## src/rtl/bcd_pkg.sv

```systemverilog
// bcd_pkg: shared BCD constants, FSM state encoding and digit check
package bcd_pkg;
  typedef enum logic [1:0] {IDLE, SUB, NEG, DONE} state_t;
  localparam int BCD_W = 4;
  localparam logic [3:0] BCD_MAX = 4'd9;
  localparam int BCD_RADIX = 10;
  function automatic logic digit_ok(input logic [BCD_W-1:0] d);
    return d <= BCD_MAX;
  endfunction
endpackage

```

## src/rtl/bcd_digit_sub.sv

```systemverilog
// bcd_digit_sub: one-digit decimal subtract with borrow in/out
module bcd_digit_sub
  import bcd_pkg::*;
(
  input  logic [BCD_W-1:0] a,
  input  logic [BCD_W-1:0] b,
  input  logic             bin,
  output logic [BCD_W-1:0] d,
  output logic             bout
);
  logic [BCD_W:0] t;
  // binary difference; a negative result wraps mod 16, so adding the radix to the low nibble lands on t+10
  always_comb begin
    t = {1'b0, a} - {1'b0, b} - {{BCD_W{1'b0}}, bin};
    bout = t[BCD_W];
    d = bout ? t[BCD_W-1:0] + BCD_W'(BCD_RADIX) : t[BCD_W-1:0];
  end
endmodule

```

## src/rtl/bcd_serial_subtractor.sv

```systemverilog
// bcd_serial_subtractor: digit-serial packed-BCD A-B-Bin with optional sign-magnitude pass
module bcd_serial_subtractor
  import bcd_pkg::*;
#(
  parameter int DIGITS = 4,
  parameter bit MAG = 1
) (
  input  logic                    clk,
  input  logic                    rst,
  input  logic                    in_valid,
  output logic                    in_ready,
  input  logic [BCD_W*DIGITS-1:0] A,
  input  logic [BCD_W*DIGITS-1:0] B,
  input  logic                    Bin,
  output logic                    out_valid,
  input  logic                    out_ready,
  output logic [BCD_W*DIGITS-1:0] Diff,
  output logic                    Bout,
  output logic                    Err
);
  localparam int W = BCD_W * DIGITS;
  localparam int CW = $clog2(DIGITS + 1);
  state_t state, state_n;
  logic [W-1:0] a_sr, b_sr, d;
  logic [CW-1:0] cnt;
  logic borrow, bout_r, err_r, bad, accept, last, dig_bout;
  logic [BCD_W-1:0] dig_a, dig_b, dig_d;
  // NEG reuses the digit subtractor as 0 - D_i - borrow on the result register
  assign dig_a = state == NEG ? '0 : a_sr[BCD_W-1:0];
  assign dig_b = state == NEG ? d[BCD_W-1:0] : b_sr[BCD_W-1:0];
  bcd_digit_sub u_dig (.a(dig_a), .b(dig_b), .bin(borrow), .d(dig_d), .bout(dig_bout));
  assign accept = in_valid & in_ready;
  assign last = cnt == CW'(DIGITS - 1);
  // flag any operand digit above 9
  always_comb begin
    bad = 1'b0;
    for (int i = 0; i < DIGITS; i++)
      bad = bad | !digit_ok(A[i*BCD_W +: BCD_W]) | !digit_ok(B[i*BCD_W +: BCD_W]);
  end
  // state register
  always_ff @(posedge clk)
    state <= rst ? IDLE : state_n;
  // next-state logic
  always_comb begin
    state_n = state;
    if (state == IDLE && accept) state_n = bad ? DONE : SUB;
    if (state == SUB && last) state_n = (dig_bout && MAG) ? NEG : DONE;
    if (state == NEG && last) state_n = DONE;
    if (state == DONE && out_ready) state_n = IDLE;
  end
  // handshake and result outputs
  always_comb begin
    in_ready = state == IDLE && !rst;
    out_valid = state == DONE;
    Diff = d;
    Bout = bout_r;
    Err = err_r;
  end
  // operand capture, per-digit shifting of operands/result, borrow and counter
  always_ff @(posedge clk) begin
    if (rst) begin
      a_sr <= '0;
      b_sr <= '0;
      d <= '0;
      cnt <= '0;
      borrow <= 1'b0;
      bout_r <= 1'b0;
      err_r <= 1'b0;
    end else if (state == IDLE) begin
      if (accept) begin
        a_sr <= A;
        b_sr <= B;
        d <= '0;
        cnt <= '0;
        borrow <= Bin;
        bout_r <= 1'b0;
        err_r <= bad;
      end
    end else if (state == SUB || state == NEG) begin
      a_sr <= a_sr >> BCD_W;
      b_sr <= b_sr >> BCD_W;
      d <= W'({dig_d, d} >> BCD_W);
      cnt <= last ? '0 : cnt + CW'(1);
      borrow <= (state == SUB && last) ? 1'b0 : dig_bout;
      if (state == SUB && last) bout_r <= dig_bout;
    end
  end
endmodule

```

## config.mk

```make
export PLATFORM = sky130hd
export DESIGN_NAME = bcd_serial_subtractor
export DESIGN_NICKNAME = d
export VERILOG_FILES = /design/src/rtl/bcd_pkg.sv /design/src/rtl/bcd_digit_sub.sv /design/src/rtl/bcd_serial_subtractor.sv
export SDC_FILE = /design/constraint.sdc
export NUM_CORES = 1
export LEC_CHECK = 0
export CAP_MARGIN = 20
export CORE_MARGIN = 2
export CORE_UTILIZATION = 30
export CTS_CLUSTER_SIZE = 25
export DETAILED_ROUTE_END_ITERATION = 10
export PLACE_DENSITY_LB_ADDON = 0.2
export SLEW_MARGIN = 20
export SYNTH_ARGS = -nofsm -noshare
export SYNTH_HDL_FRONTEND = slang
export SYNTH_HIERARCHICAL = 1
export SYNTH_SLANG_ARGS = --single-unit
```

## constraint.sdc

```tcl
create_clock -name clk -period 6.45 [get_ports clk]
set_input_delay 1.6125 -clock clk [delete_from_list [all_inputs] [get_ports clk]]
set_output_delay 1.6125 -clock clk [all_outputs]
set_load 0.02 [all_outputs]
```

==> results.json <==
{
  "clockRootBuffer": "clkbuf_8",
  "ios": 57,
  "port-buffer-count": 56,
  "grt_max_degree": 59,
  "grt_pass1_vias": 2350,
  "synth_seq_cells": 56,
  "drt-initial-drc-count": 113,
  "leakage_nw": 1.24,
  "ys_types": 39,
  "diodes": 0,
  "start_util_pct": 30.6,
  "synth.largest_area_cell": "dfxtp_1",
  "arrival_ns": 3.06,
  "grt-ovfl-total": 0,
  "die_area_um2": 10100,
  "start_kind": "primary input",
  "die_y_um": 101,
  "critPathRequiredTime_ns": 4.84,
  "wl_per_cell_um": 14.4,
  "worst-path-max-fanout": 58,
  "setup_tns_ns": 0,
  "fmax_mhz": 214,
  "final_area_um2": 3480,
  "ys_warn_count": 6,
  "numCtsBuffers": 5,
  "route.vias.total": 2522,
  "cts_tree": "yes",
  "final_layout_size_suffix_gt1_share_pct": 6.56,
  "hold_violations": 0,
  "worst_setup_path_end_kind": "output pin",
  "power.density_nw_per_um2": 289,
  "dp_hpwl_um": 4880,
  "antenna_left": 0,
  "routabilityCongestion": 0.738,
  "seq_area_frac_synth_pct": 40.0,
  "antenna_found_initial": 0,
  "status": "completed",
  "setup-violations-final": 0,
  "clkLatencyLatePin_ns": 0.31,
  "reg2reg_setup_slack_ns": 3.08,
  "synth_nets": 388,
  "dpl_cell_area_um2": 3380,
  "synthTopCellsByArea": "dfxtp_1, a311oi_1, nand2_1",
  "crit_type": "primary input to output pin",
  "synth_top_area_share_pct": 40.0,
  "grt_use_total_pct": 14.4,
  "hold-worst-slack_ns": 0.469,
  "vdd_drop_max_mv": 0.105,
  "skew_ns": 0.00544,
  "synth_area_um2": 2800,
  "final.min_clock_period_ns": 4.67,
  "grt_setup_unrepaired": "false",
  "syn_avg_cell_area_um2": 8.22,
  "remaining_drc_errors": 0,
  "area_growth_pct": 24.1,
  "die_w_um": 101,
  "hp-class": "flip-flop to flip-flop",
  "vias_per_cell": 5.13,
  "grt_pass1_wl_um": 11800,
  "cts_buffer_depth": 2,
  "postCtsSetupRepairBufs": 0,
  "max-cap-violations": 0,
  "clock-sinks": 56,
  "maxSlewHeadroom_pct": 52.0,
  "core_um2": 9150,
  "slew_violations": 0,
  "drt_wl_total_um": 7060,
  "drtPass1Iterations": 4,
  "netlist_instances": 341,
  "fin_nets": 427,
  "row_count": 35,
  "cts_hold_buf": 0,
  "worst_pin_slew_ns": 0.718,
  "clk_pin_slew_ns": 0.10,
  "ctsResizeCount": 0,
  "htreeDepth": 2,
  "final.period_utilization_pct": 72.5
}
-- synthesized netlist by cell type (all sizes together) --
library cell,n
dfxtp,56
nand2,50
o21ai,34
a21oi,33
nor2,28
nand3,25
a311oi,24
buf,17
clkbuf,12
inv,9
and2,8
ha,8
nand2b,6
mux2,5
xnor2,4
xor2,3
a211oi,2
a22oi,2
fa,2
nand4,2
a211o,1
a21o,1
a221o,1
a31oi,1
and3b,1
and4bb,1
nand3b,1
nor2b,1
nor3,1
o22ai,1
or3,1
-- worst max-delay path, stage by stage --
cell and delay (ns):
buf_2 0.09, buf_4 0.30, nor3_1 0.36, clkdlybuf4s50_1 0.68
-- logic make-up after synthesis --
group,count (synthesis),synth area share (%)
simple gates,125,20.7
compound gates,100,22.3
flops,56,40.0
xor+xnor,7,3.13
mux,5,2.14
buf+inv,38,6.74
fa+ha+maj,10,5.00
-- metal layers --
metal / share of wire, % / vias up / wire [um] / GRT usage [%]
li1: - / 1279 / - / -
met1: 49 / 1184 / 3430 / 20.1
met2: 46 / 53 / 3260 / 22.9
met3: 4.0 / 6 / 285 / 2.36
met4: 1.1 / 0 / 81 / 3.79
met5: 0 / - / 0 / 0
-- final cells by class --
cell class | instances | area (um2)
well taps | 111 | 139
fillers | 950 | 5680
repair buffers | 61 | 597
inverters | 9 | 33.8
flip-flops and latches | 56 | 1120
clock buffers | 7 | 86.3
multi-input cells | 247 | 1490
clock inverters | 1 | 7.51
-- cell usage in the layout, fill, tap and decap left out, types with 3 or more instances in the layout --
| cell | netlist | routed |
|---|---|---|
| dfxtp_1 | 56 | 56 |
| nor2_1 | 27 | 27 |
| xnor2_1 | 3 | 3 |
| nand2_1 | 49 | 49 |
| and2_1 | 6 | 6 |
| nand2b_1 | 6 | 6 |
| clkdlybuf4s50_1 | 0 | 55 |
| inv_1 | 9 | 9 |
| o21ai_0 | 34 | 34 |
| a21oi_1 | 32 | 32 |
| clkbuf_8 | 0 | 6 |
| nand3_1 | 25 | 25 |
| a311oi_1 | 24 | 24 |
| mux2_2 | 4 | 4 |
| ha_1 | 8 | 8 |
| buf_4 | 10 | 4 |
-- worst paths after layout --
path | cells after the start | start | endpoint
worst max-delay path | 4 | rst | in_ready
worst min-delay path | 2 | a_sr[14]$_SDFFE_PP0P_ | a_sr[14]$_SDFFE_PP0P_
worst max register to register | 12 | state[0]$_SDFFE_PP0P_ | state[0]$_SDFFE_PP0P_
worst min register to register | 2 | a_sr[14]$_SDFFE_PP0P_ | a_sr[14]$_SDFFE_PP0P_
-- state kept, by name (all words and copies together) (netlist names) --
register,flops
Diff,16
a_sr,16
b_sr,16
cnt,3
state,2
Bout,1
Err,1
borrow,1
-- per-stage QoR --
| stage | setup WS [ns] | cells | util [%] | power, W |
|---|---|---|---|---|
| global placement | 1.82 | 483 | 36.8 | 0.000802 |
| detailed placement | 1.81 | 484 | 37.0 | 0.000811 |
| finish | 1.78 | 492 | 38.0 | 0.00100 |
| floorplan | 2.65 | 341 | - | 0.000704 |
| global route | 1.71 | 492 | 38.0 | 0.00108 |
| CTS | 1.79 | 492 | 38.0 | 0.00102 |
-- report_power, final --
group	switching, W	internal [W]	total, W
logic	0.000212	0.000171	0.000383
clock network	0.000115	0.0000876	0.000202
registers	0.0000266	0.000392	0.000419
(Power assumes the default switching activity.)
